## config.mk

```make
export PLATFORM = sky130hd
export DESIGN_NAME = fft_frame_loader_flat
export DESIGN_NICKNAME = d
export VERILOG_FILES = /design/src/rtl/fft_pkg.sv /design/src/rtl/fft_frame_loader_if.sv /design/src/rtl/fft_frame_loader_frame_buffer.sv /design/src/rtl/fft_frame_loader.sv /design/src/flat_wrapper.sv
export SDC_FILE = /design/constraint.sdc
export NUM_CORES = 2
export LEC_CHECK = 0
export CAP_MARGIN = 20
export CORE_MARGIN = 2
export CORE_UTILIZATION = 40
export CTS_BUF_LIST = sky130_fd_sc_hd__clkbuf_16
export DETAILED_ROUTE_END_ITERATION = 12
export GPL_TIMING_DRIVEN = 0
export PLACE_DENSITY = 0.67
export SYNTH_ARGS = -nofsm -noshare
export SYNTH_HDL_FRONTEND = slang
export SYNTH_HIERARCHICAL = 1
export SYNTH_SLANG_ARGS = --single-unit
```

## constraint.sdc

```tcl
create_clock -name clk -period 2.06 [get_ports clk]
set_input_delay 0.206 -clock clk [delete_from_list [all_inputs] [get_ports clk]]
set_output_delay 0.206 -clock clk [all_outputs]
set_load 0.1 [all_outputs]
```

## src/rtl/fft_pkg.sv

```systemverilog
// Shared types and constants for the Radix-16 FFT front end.
// The lane width and radix are common to fft_frame_loader and Radix16FFT.
package fft_pkg;

  localparam int DATA_WIDTH = 64;
  localparam int RADIX      = 16;

  typedef enum logic [1:0] {
    EMPTY   = 2'd0,
    FILLING = 2'd1,
    FULL    = 2'd2
  } buf_state_t;

  typedef logic [3:0] lane_idx_t;
  typedef logic [4:0] lane_cnt_t;

  // Number of real lanes in a frame whose last word landed in lane idx.
  function automatic lane_cnt_t lane_count(input lane_idx_t idx);
    return lane_cnt_t'(idx) + lane_cnt_t'(1);
  endfunction

endpackage

```

## src/rtl/fft_frame_loader_if.sv

```systemverilog
// Word-in / frame-out stream bundle between the key source, the frame loader and the FFT.
interface fft_frame_loader_if
  import fft_pkg::*;
#(
  parameter int DATA_WIDTH = 64,
  parameter int RADIX      = 16,
  parameter int CNT_WIDTH  = 16
);

  logic                        in_valid;
  logic                        in_ready;
  logic [DATA_WIDTH-1:0]       in_data;
  logic                        in_last;
  logic                        out_valid;
  logic                        out_ready;
  logic [DATA_WIDTH*RADIX-1:0] out_data;
  lane_cnt_t                   out_lanes;
  logic [CNT_WIDTH-1:0]        frame_count;

  modport master (
    output in_valid, in_data, in_last, out_ready,
    input  in_ready, out_valid, out_data, out_lanes, frame_count
  );

  modport slave (
    input  in_valid, in_data, in_last, out_ready,
    output in_ready, out_valid, out_data, out_lanes, frame_count
  );

endinterface

```

## src/rtl/fft_frame_loader_frame_buffer.sv

```systemverilog
// One 16-lane frame register bank with its EMPTY/FILLING/FULL state and latched lane count.
// Writing lane 0 clears every other lane, so short frames come out zero-padded.
module frame_buffer
  import fft_pkg::*;
#(
  parameter int DATA_WIDTH = 64,
  parameter int RADIX      = 16
) (
  input  logic                        clk,
  input  logic                        rst,
  input  logic                        wr_en,
  input  lane_idx_t                   wr_lane,
  input  logic [DATA_WIDTH-1:0]       wr_data,
  input  logic                        wr_close,
  input  logic                        rd_done,
  output buf_state_t                  state,
  output logic [DATA_WIDTH*RADIX-1:0] data,
  output lane_cnt_t                   lanes
);

  buf_state_t state_reg;
  buf_state_t state_next;
  lane_cnt_t  lanes_reg;

  always_ff @(posedge clk or negedge rst) begin
    if (!rst) begin
      state_reg <= EMPTY;
    end else begin
      state_reg <= state_next;
    end
  end

  // A write and a read-completion never target the same buffer in one cycle.
  always_comb begin
    state_next = state_reg;
    if (wr_en) begin
      state_next = wr_close ? FULL : FILLING;
    end else if (rd_done) begin
      state_next = EMPTY;
    end
  end

  always_ff @(posedge clk or negedge rst) begin
    if (!rst) begin
      lanes_reg <= '0;
    end else if (wr_en && wr_close) begin
      lanes_reg <= lane_count(wr_lane);
    end
  end

  genvar gi;
  generate
    for (gi = 0; gi < RADIX; gi++) begin : g_lane
      logic [DATA_WIDTH-1:0] lane_reg;

      always_ff @(posedge clk or negedge rst) begin
        if (!rst) begin
          lane_reg <= '0;
        end else if (wr_en && (wr_lane == lane_idx_t'(gi))) begin
          lane_reg <= wr_data;
        end else if (wr_en && (wr_lane == '0)) begin
          lane_reg <= '0;
        end
      end

      assign data[gi*DATA_WIDTH +: DATA_WIDTH] = lane_reg;
    end
  endgenerate

  assign state = state_reg;
  assign lanes = lanes_reg;

endmodule

```

## src/rtl/fft_frame_loader.sv

```systemverilog
// Ping-pong loader packing 64-bit key words into 16-lane frames for the Radix-16 FFT.
// wr_sel/rd_sel alternate between the two banks, so frames leave in arrival order.
module fft_frame_loader
  import fft_pkg::*;
#(
  parameter int DATA_WIDTH = 64,
  parameter int RADIX      = 16,
  parameter int CNT_WIDTH  = 16
) (
  input  logic              clk,
  input  logic              rst,
  fft_frame_loader_if.slave bus
);

  localparam lane_idx_t LAST_LANE = lane_idx_t'(RADIX - 1);

  logic                 wr_sel_reg, wr_sel_next;
  logic                 rd_sel_reg, rd_sel_next;
  lane_idx_t            lane_reg, lane_next;
  logic [CNT_WIDTH-1:0] frame_count_reg, frame_count_next;

  buf_state_t                  buf_state [2];
  logic [DATA_WIDTH*RADIX-1:0] buf_data  [2];
  lane_cnt_t                   buf_lanes [2];
  logic [1:0]                  wr_en;
  logic [1:0]                  rd_done;

  logic in_ready;
  logic out_valid;
  logic accept;
  logic close;
  logic deliver;

  // Handshake flags decode only registered buffer state.
  assign in_ready  = (buf_state[wr_sel_reg] != FULL);
  assign out_valid = (buf_state[rd_sel_reg] == FULL);
  assign accept    = bus.in_valid && in_ready;
  assign close     = accept && ((lane_reg == LAST_LANE) || bus.in_last);
  assign deliver   = out_valid && bus.out_ready;

  genvar gi;
  generate
    for (gi = 0; gi < 2; gi++) begin : g_buf
      assign wr_en[gi]   = accept  && (wr_sel_reg == 1'(gi));
      assign rd_done[gi] = deliver && (rd_sel_reg == 1'(gi));

      frame_buffer #(
        .DATA_WIDTH (DATA_WIDTH),
        .RADIX      (RADIX)
      ) u_frame_buffer (
        .clk      (clk),
        .rst      (rst),
        .wr_en    (wr_en[gi]),
        .wr_lane  (lane_reg),
        .wr_data  (bus.in_data),
        .wr_close (close),
        .rd_done  (rd_done[gi]),
        .state    (buf_state[gi]),
        .data     (buf_data[gi]),
        .lanes    (buf_lanes[gi])
      );
    end
  endgenerate

  always_ff @(posedge clk or negedge rst) begin
    if (!rst) begin
      wr_sel_reg      <= 1'b0;
      rd_sel_reg      <= 1'b0;
      lane_reg        <= '0;
      frame_count_reg <= '0;
    end else begin
      wr_sel_reg      <= wr_sel_next;
      rd_sel_reg      <= rd_sel_next;
      lane_reg        <= lane_next;
      frame_count_reg <= frame_count_next;
    end
  end

  always_comb begin
    wr_sel_next      = wr_sel_reg;
    rd_sel_next      = rd_sel_reg;
    lane_next        = lane_reg;
    frame_count_next = frame_count_reg;
    if (accept) begin
      lane_next = close ? lane_idx_t'(0) : lane_reg + lane_idx_t'(1);
    end
    if (close) begin
      wr_sel_next = ~wr_sel_reg;
    end
    if (deliver) begin
      rd_sel_next      = ~rd_sel_reg;
      frame_count_next = frame_count_reg + CNT_WIDTH'(1);
    end
  end

  assign bus.in_ready    = in_ready;
  assign bus.out_valid   = out_valid;
  assign bus.out_data    = buf_data[rd_sel_reg];
  assign bus.out_lanes   = buf_lanes[rd_sel_reg];
  assign bus.frame_count = frame_count_reg;

endmodule

```

## src/flat_wrapper.sv

```systemverilog
// flat-port wrapper written by rule: the top's interface ports become plain ports
module fft_frame_loader_flat import fft_pkg::*;
#(
  parameter int DATA_WIDTH = 64,
  parameter int RADIX      = 16,
  parameter int CNT_WIDTH  = 16
)
  (clk, rst, bus_in_valid, bus_in_data, bus_in_last, bus_out_ready, bus_in_ready, bus_out_valid, bus_out_data, bus_out_lanes, bus_frame_count);
  fft_frame_loader_if #(.DATA_WIDTH(DATA_WIDTH), .RADIX(RADIX), .CNT_WIDTH(CNT_WIDTH)) bus_i ();
  input  logic clk;
  input  logic rst;
  input wire logic [$bits(bus_i.in_valid)-1:0] bus_in_valid;
  input wire logic [$bits(bus_i.in_data)-1:0] bus_in_data;
  input wire logic [$bits(bus_i.in_last)-1:0] bus_in_last;
  input wire logic [$bits(bus_i.out_ready)-1:0] bus_out_ready;
  output wire logic [$bits(bus_i.in_ready)-1:0] bus_in_ready;
  output wire logic [$bits(bus_i.out_valid)-1:0] bus_out_valid;
  output wire logic [$bits(bus_i.out_data)-1:0] bus_out_data;
  output wire logic [$bits(bus_i.out_lanes)-1:0] bus_out_lanes;
  output wire logic [$bits(bus_i.frame_count)-1:0] bus_frame_count;
  assign bus_i.in_valid = bus_in_valid;
  assign bus_i.in_data = bus_in_data;
  assign bus_i.in_last = bus_in_last;
  assign bus_i.out_ready = bus_out_ready;
  assign bus_in_ready = bus_i.in_ready;
  assign bus_out_valid = bus_i.out_valid;
  assign bus_out_data = bus_i.out_data;
  assign bus_out_lanes = bus_i.out_lanes;
  assign bus_frame_count = bus_i.frame_count;
  fft_frame_loader #(.DATA_WIDTH(DATA_WIDTH), .RADIX(RADIX), .CNT_WIDTH(CNT_WIDTH)) u_core (.clk(clk), .rst(rst), .bus(bus_i));
endmodule
```

; Word level (Yosys, flattened, before mapping)
; Cells that the tools add are included.
[totals]
register_bits = 2084
input_bits = 69
output_inout_bits = 1047
elab_cells = 191
[op_classes]
n_addsub = 3
magnitude_cmp = 2
eq_ne = 17
n_mux = 50
n_bitwise = 4
reduce_logical = 75
[ops]
columns = cell, count
row1 = $mux W1024, 3
row2 = $mux W64, 32
row3 = $reduce_bool A2 Y1, 32
row4 = $logic_and A1 B1 Y1, 41
row5 = $eq A4 B4 Y1 const B, 8
row6 = $mux W2, 11
row7 = $add A16 B1 Y16 const B, 1
row8 = $eq A4 B3 Y1 const B, 4
row9 = $mux W5, 3
row10 = $eq A4 B2 Y1 const B, 2
row11 = $add A4 B1 Y5 const B, 1
row12 = $add A4 B1 Y4 const B, 1
row13 = $eq A4 B1 Y1 const B, 1
row14 = $ge A2 B2 Y1 const B, 2
row15 = $logic_not A4 Y1, 1
row16 = $mux W4, 1
row17 = $not A1 Y2, 2
row18 = $eq A2 B2 Y1 const B, 1
row19 = $ne A2 B2 Y1 const B, 1
row20 = $not A1 Y1, 2
row21 = $logic_or A1 B1 Y1, 1

; Longest topological paths before layout
[depth]
ltp_word = 10
ltp_mapped = 8
mapped_depth_nobuf = 6

; By module
; The synthesis kept the hierarchy.
[modules_own_cells]
columns = module, n_inst, cells_each, area_each_um2, seq_area_each_um2
row1 = frame_buffer at u_core.g_buf[0].u_frame_buffer, 1, 2388, 36935.4, 25799.7
row2 = frame_buffer at u_core.g_buf[1].u_frame_buffer, 1, 2388, 36929.2, 25799.7
row3 = fft_frame_loader, 1, 1240, 13249.0, 550.5

; Least setup slack after synthesis
; Ideal clock, no wire load.
[synth_path]
path_type = reg2out
startpoint = register u_core.rd_sel_reg
endpoint = output bus_out_valid
t_arrival_ps = 3090
required_ps = 1854
path_slack_ps = -1236
path_stages_with_launch = 6
n_path_buf = 4
path_cell_list = dfrtp_1 > buf_6 > buf_2 > buf_2 > buf_2 > o21ai_0
[synth_via]
elab_chain_cells = 5
[synth_rtl]
columns = item, line
row1 = from (decl), fft_frame_loader.sv:18  ; logic rd_sel_reg, rd_sel_next;
row2 = from (signal assigned), fft_frame_loader.sv:73  ; rd_sel_reg <= rd_sel_next;
row3 = $not A1 Y2 (implied by the code), fft_frame_loader.sv:36  ; assign out_valid = (buf_state[rd_sel_reg] == FULL);
row4 = $mux W2 (implied by the code) (3 in series), fft_frame_loader.sv:36
row5 = $eq A2 B2 Y1, fft_frame_loader.sv:36
row6 = to (decl), flat_wrapper.sv:17  ; output wire logic [$bits(bus_i.out_valid)-1:0] bus_out_valid;
; No other way between the ends. The select of a mux whose other input is x is not followed.

; Worst setup path in the final report
[layout_path]
startpoint = register u_core.rd_sel_reg
endpoint = output bus_out_lanes[2]
[layout_via]
elab_chain_cells = 4
[layout_rtl]
columns = item, line
row1 = $not A1 Y2 (implied by the code), fft_frame_loader.sv:99  ; assign bus.out_lanes = buf_lanes[rd_sel_reg];
row2 = $mux W5 (implied by the code) (3 in series), fft_frame_loader.sv:99
row3 = to (decl), flat_wrapper.sv:19  ; output wire logic [$bits(bus_i.out_lanes)-1:0] bus_out_lanes;
; No other way between the ends. The select of a mux whose other input is x is not followed.

==> impl_summary.log <==
[metrics] half-perimeter wire length of the detailed placement result: about 270000 um
[metrics] Longest Clk Path Bufs: 3
[metrics] clock insertion delay at the later pin of the skew report: 0.87 ns
[metrics] commonest cells after routing, fill and taps aside: dfrtp_1, a22o_1, mux2_2
[metrics] number of nets at the end of the flow: ~7600
[metrics] Max Fanout on Critical Path: 12
[metrics] buffers added on ports: between 1000 and 1500
[metrics] CTS Buf Count: 216
[metrics] worst rel slew slack: between 10% and 20%
[metrics] CTS H-Tree Depth: 4
[metrics] final-layout worst hold slack: -0.6171 ns
[metrics] antenna violations before repair: 39
[metrics] total count of hold-check failures in the final report: ~300
[metrics] peak ir drop on the vdd network: approximately 1.3 mV
[metrics] clk_skew: approximately 0.046 ns
[metrics] number of flip-flops in the largest register: 2048
[metrics] die boundary height: ~470 um
[metrics] total area of sequential cells: approximately 0.052 mm^2
[metrics] cell with the largest stage delay on the worst path: clkdlybuf4s15_2
[metrics] remaining antenna violation count: 0
[metrics] area of the mapped netlist: about 0.087 mm^2
[metrics] maximum number of pins on one net before global-route repair: between 150 and 200
[metrics] worst slew pin tran: 1.265 ns
[metrics] Setup Slack @ Placement: -2.736 ns
[metrics] Core ar.: 0.2167 mm^2
[metrics] register-to-register setup slack: -1.12 ns
[metrics] launch instance of the worst register-to-register path: u_core/lane_reg[0]$_DFFE_PN0N_
[metrics] leakage power of the design: 54.41 nW
[metrics] horizontal die dimension: roughly 470 um
[metrics] synthesized netlist cell count: roughly 6000
[metrics] post-route DRC violation count: 0
[metrics] post-synthesis sequential area ratio: 59.86%
[metrics] RSZ-0062 raised after global routing: yes
[metrics] top flip-flop cell by instance count after synthesis: dfrtp_1
[metrics] total of flip-flops plus latches after synthesis: around 2100
[metrics] count of flip-flops with a built-in enable after synthesis: 0
[metrics] largest area contributor in the netlist: dfrtp_1
[metrics] category of the worst setup path capture point: output port
[metrics] final core utilization: between 50% and 60%
[metrics] GRT Overall Usage: around a third
[metrics] area growth from synthesis to layout: 30.08%
[metrics] delay of the slowest cell on the worst path: roughly 0.49 ns
[metrics] routed vias: 66050
[metrics] First DRT Iteration DRCs: 7824
[metrics] critical path start-end classification: reg -> out
[metrics] number of cells on the worst reg-to-reg path: 7
[metrics] I/O pin cnt: 1116
[metrics] TritonCTS clock tree: yes
[metrics] startpoint type of the worst setup path: flip-flop
[metrics] global-route wire length before repair: about 540000 um
[metrics] failing checks: hold timing, setup timing
[metrics] Starting Density: 40.19%
[metrics] Sum Neg Setup Slack: -2733.35 ns
[metrics] most frequent standard cell in the layout excluding fill and tap cells: dfrtp_1
[metrics] GR Overflow Total: 0
[metrics] number of maximum-capacitance constraint violations: 0
[metrics] register clock-pin slew on the reported worst setup and hold paths: 0.06 ns
[metrics] ys async rst share: 100.0%
[metrics] cell types occupying the most area after synthesis: dfrtp_1, a22o_1, mux2_2
[metrics] warning count from the yosys run: 6
[metrics] syn_area_per_cell: roughly 14 um^2
[metrics] CP delay by family, top: buffers and inverters
[metrics] chain of cells forming the critical path: buf_12 > buf_16 > buf_12 > buf_2 > mux2_2 > clkdlybuf4s15_2
[metrics] pins over their slew limit: 0
[metrics] data required time of the worst path: about 1.9 ns
[metrics] Total Die Area: ~0.22 mm^2
[metrics] data arrival at the endpoint of the critical path: roughly 3.2 ns
[metrics] total area of multi-input combinational cells: between 0.03 and 0.04 mm^2
[metrics] fin crit period: 3.379 ns
[metrics] portion of synthesized cell area occupied by the leading cell type: 59.86%
[metrics] vias in the first global route: 65620
[metrics] Placement Rows: 171
[metrics] routed wire length per instance: 37.16 um
[metrics] number of sinks driven by the clock tree: 2084
[metrics] crit path buf inv count: 5
[metrics] highest attainable clock frequency: ~300 MHz
[metrics] root cell of the clock tree: clkbuf_16
[metrics] cell with the most instances on the worst path: buf_12
[metrics] Syn Nets: approximately 6100
[metrics] minimum setup slack in the final design: -1.319 ns
[metrics] Power Density: around 1400 mW/mm^2
[metrics] gpl congestion: 0.9071
[metrics] final wirelength: between 300000 and 400000 um
[metrics] library cells used by synthesis: 43
[metrics] fraction of final layout cells sized beyond drive strength 1: between 30% and 40%
[metrics] number of iterations in the first detailed-routing pass: 5
[metrics] run status: complete, but fails checks
[metrics] class of the tightest hold or removal check: in -> async
[metrics] layout filler cell count: 18060
[metrics] final number of setup-violating endpoints: about 3300
[metrics] Via-to-Cell Ratio: between 6 and 7
[metrics] period utilisation layout: 164.1%
-- area by class of cell --
type	count	share of cell area, %
plain buffers	663	3.492
flip-flops and latches	2084	46.02
diodes	25	0.05521
clock buffers	217	4.792
clock inverters	172	1.392
repair buffers	1270	13.17
multi-input cells	3260	27.89
inverters	9	0.02981
well taps	2854	3.151
-- power by group --
part	internal, W	leakage (nW)	switching [W]	total, W
clock	0.0220	3.60	0.0173	0.0393
sequential	0.0461	28.7	0.00291	0.0490
combinational	0.0189	22.1	0.0489	0.0678
total	0.0869	54.4	0.0691	0.156
-- stage by stage --
stage                     cells  power [W]  hold slack [ns]  instance area, um^2
after global routing      10530     0.1598          -0.6236               113300
after CTS                 10490     0.1543          -0.5135               112400
after global placement     9985     0.1133           0.4658               101900
final                     10550     0.1560          -0.6171               113300
after floorplan            6016    0.09337         -0.08959                87120
after detailed placement  10110     0.1156           0.4280               104600
-- cells by family (layout without fill, tap and decap cells) --
group | after synthesis | after routing | synth area share (%)
adders and majority gates | 12 | 12 | 0.1723
xor gates and xnor gates | 20 | 20 | 0.2011
buffers and inverters | 672 | 2331 | 3.943
other | 0 | 25 | 0
DFF | 2084 | 2084 | 59.86
AOI/OAI and AO/OA | 1942 | 1942 | 19.48
muxes | 1160 | 1160 | 14.99
and+or+nand+nor | 126 | 126 | 1.340
-- worst max path at each step --
stage	start	end	slack, ns	cells after the start
floorplan	u_core/bus.frame_count[0]$_DFFE_PN0N_	u_core/bus.frame_count[12]$_DFFE_PN0N_	0.02	5
global placement	rst	u_core/bus.frame_count[2]$_DFFE_PN0N_	-97.92	1
detailed placement	rst	u_core/bus.frame_count[2]$_DFFE_PN0N_	-2.74	7
CTS	u_core/rd_sel_reg$_DFFE_PN0N_	bus_out_data[700]	-1.38	6
global route	u_core/rd_sel_reg$_DFFE_PN0N_	bus_out_lanes[3]	-1.36	6
finish	u_core/rd_sel_reg$_DFFE_PN0N_	bus_out_lanes[2]	-1.32	6
-- what timing repair did --
item,CTS,global route
hold buffers,3,5
endpoints found under the hold margin,195,301
buffers inserted,0,16
gates cloned,2,9
endpoints found under the setup margin,3854,3886
gates resized for setup,2769,378
-- synth_stat cells (all sizes together), types with 9 or more instances --
master and number:
xnor2 14, dfrtp 2084, a22o 1920, nand3 10
mux2 1160, and4 10, clkbuf 187, ha 12
buf 476, nor2 31, nand2 33, inv 9
o21ai 15, and4b 14
-- routing by layer --
layer  wire, um  global-route usage (%)  vias to the layer above
li1           -                       -                    26050
met1     148200                   43.43                    34800
met2     173400                   50.90                     4385
met3      46540                   12.40                      813
met4      23990                   18.59                        4
met5        103                  0.6489                        -
Power figures use the tool's default switching activity.
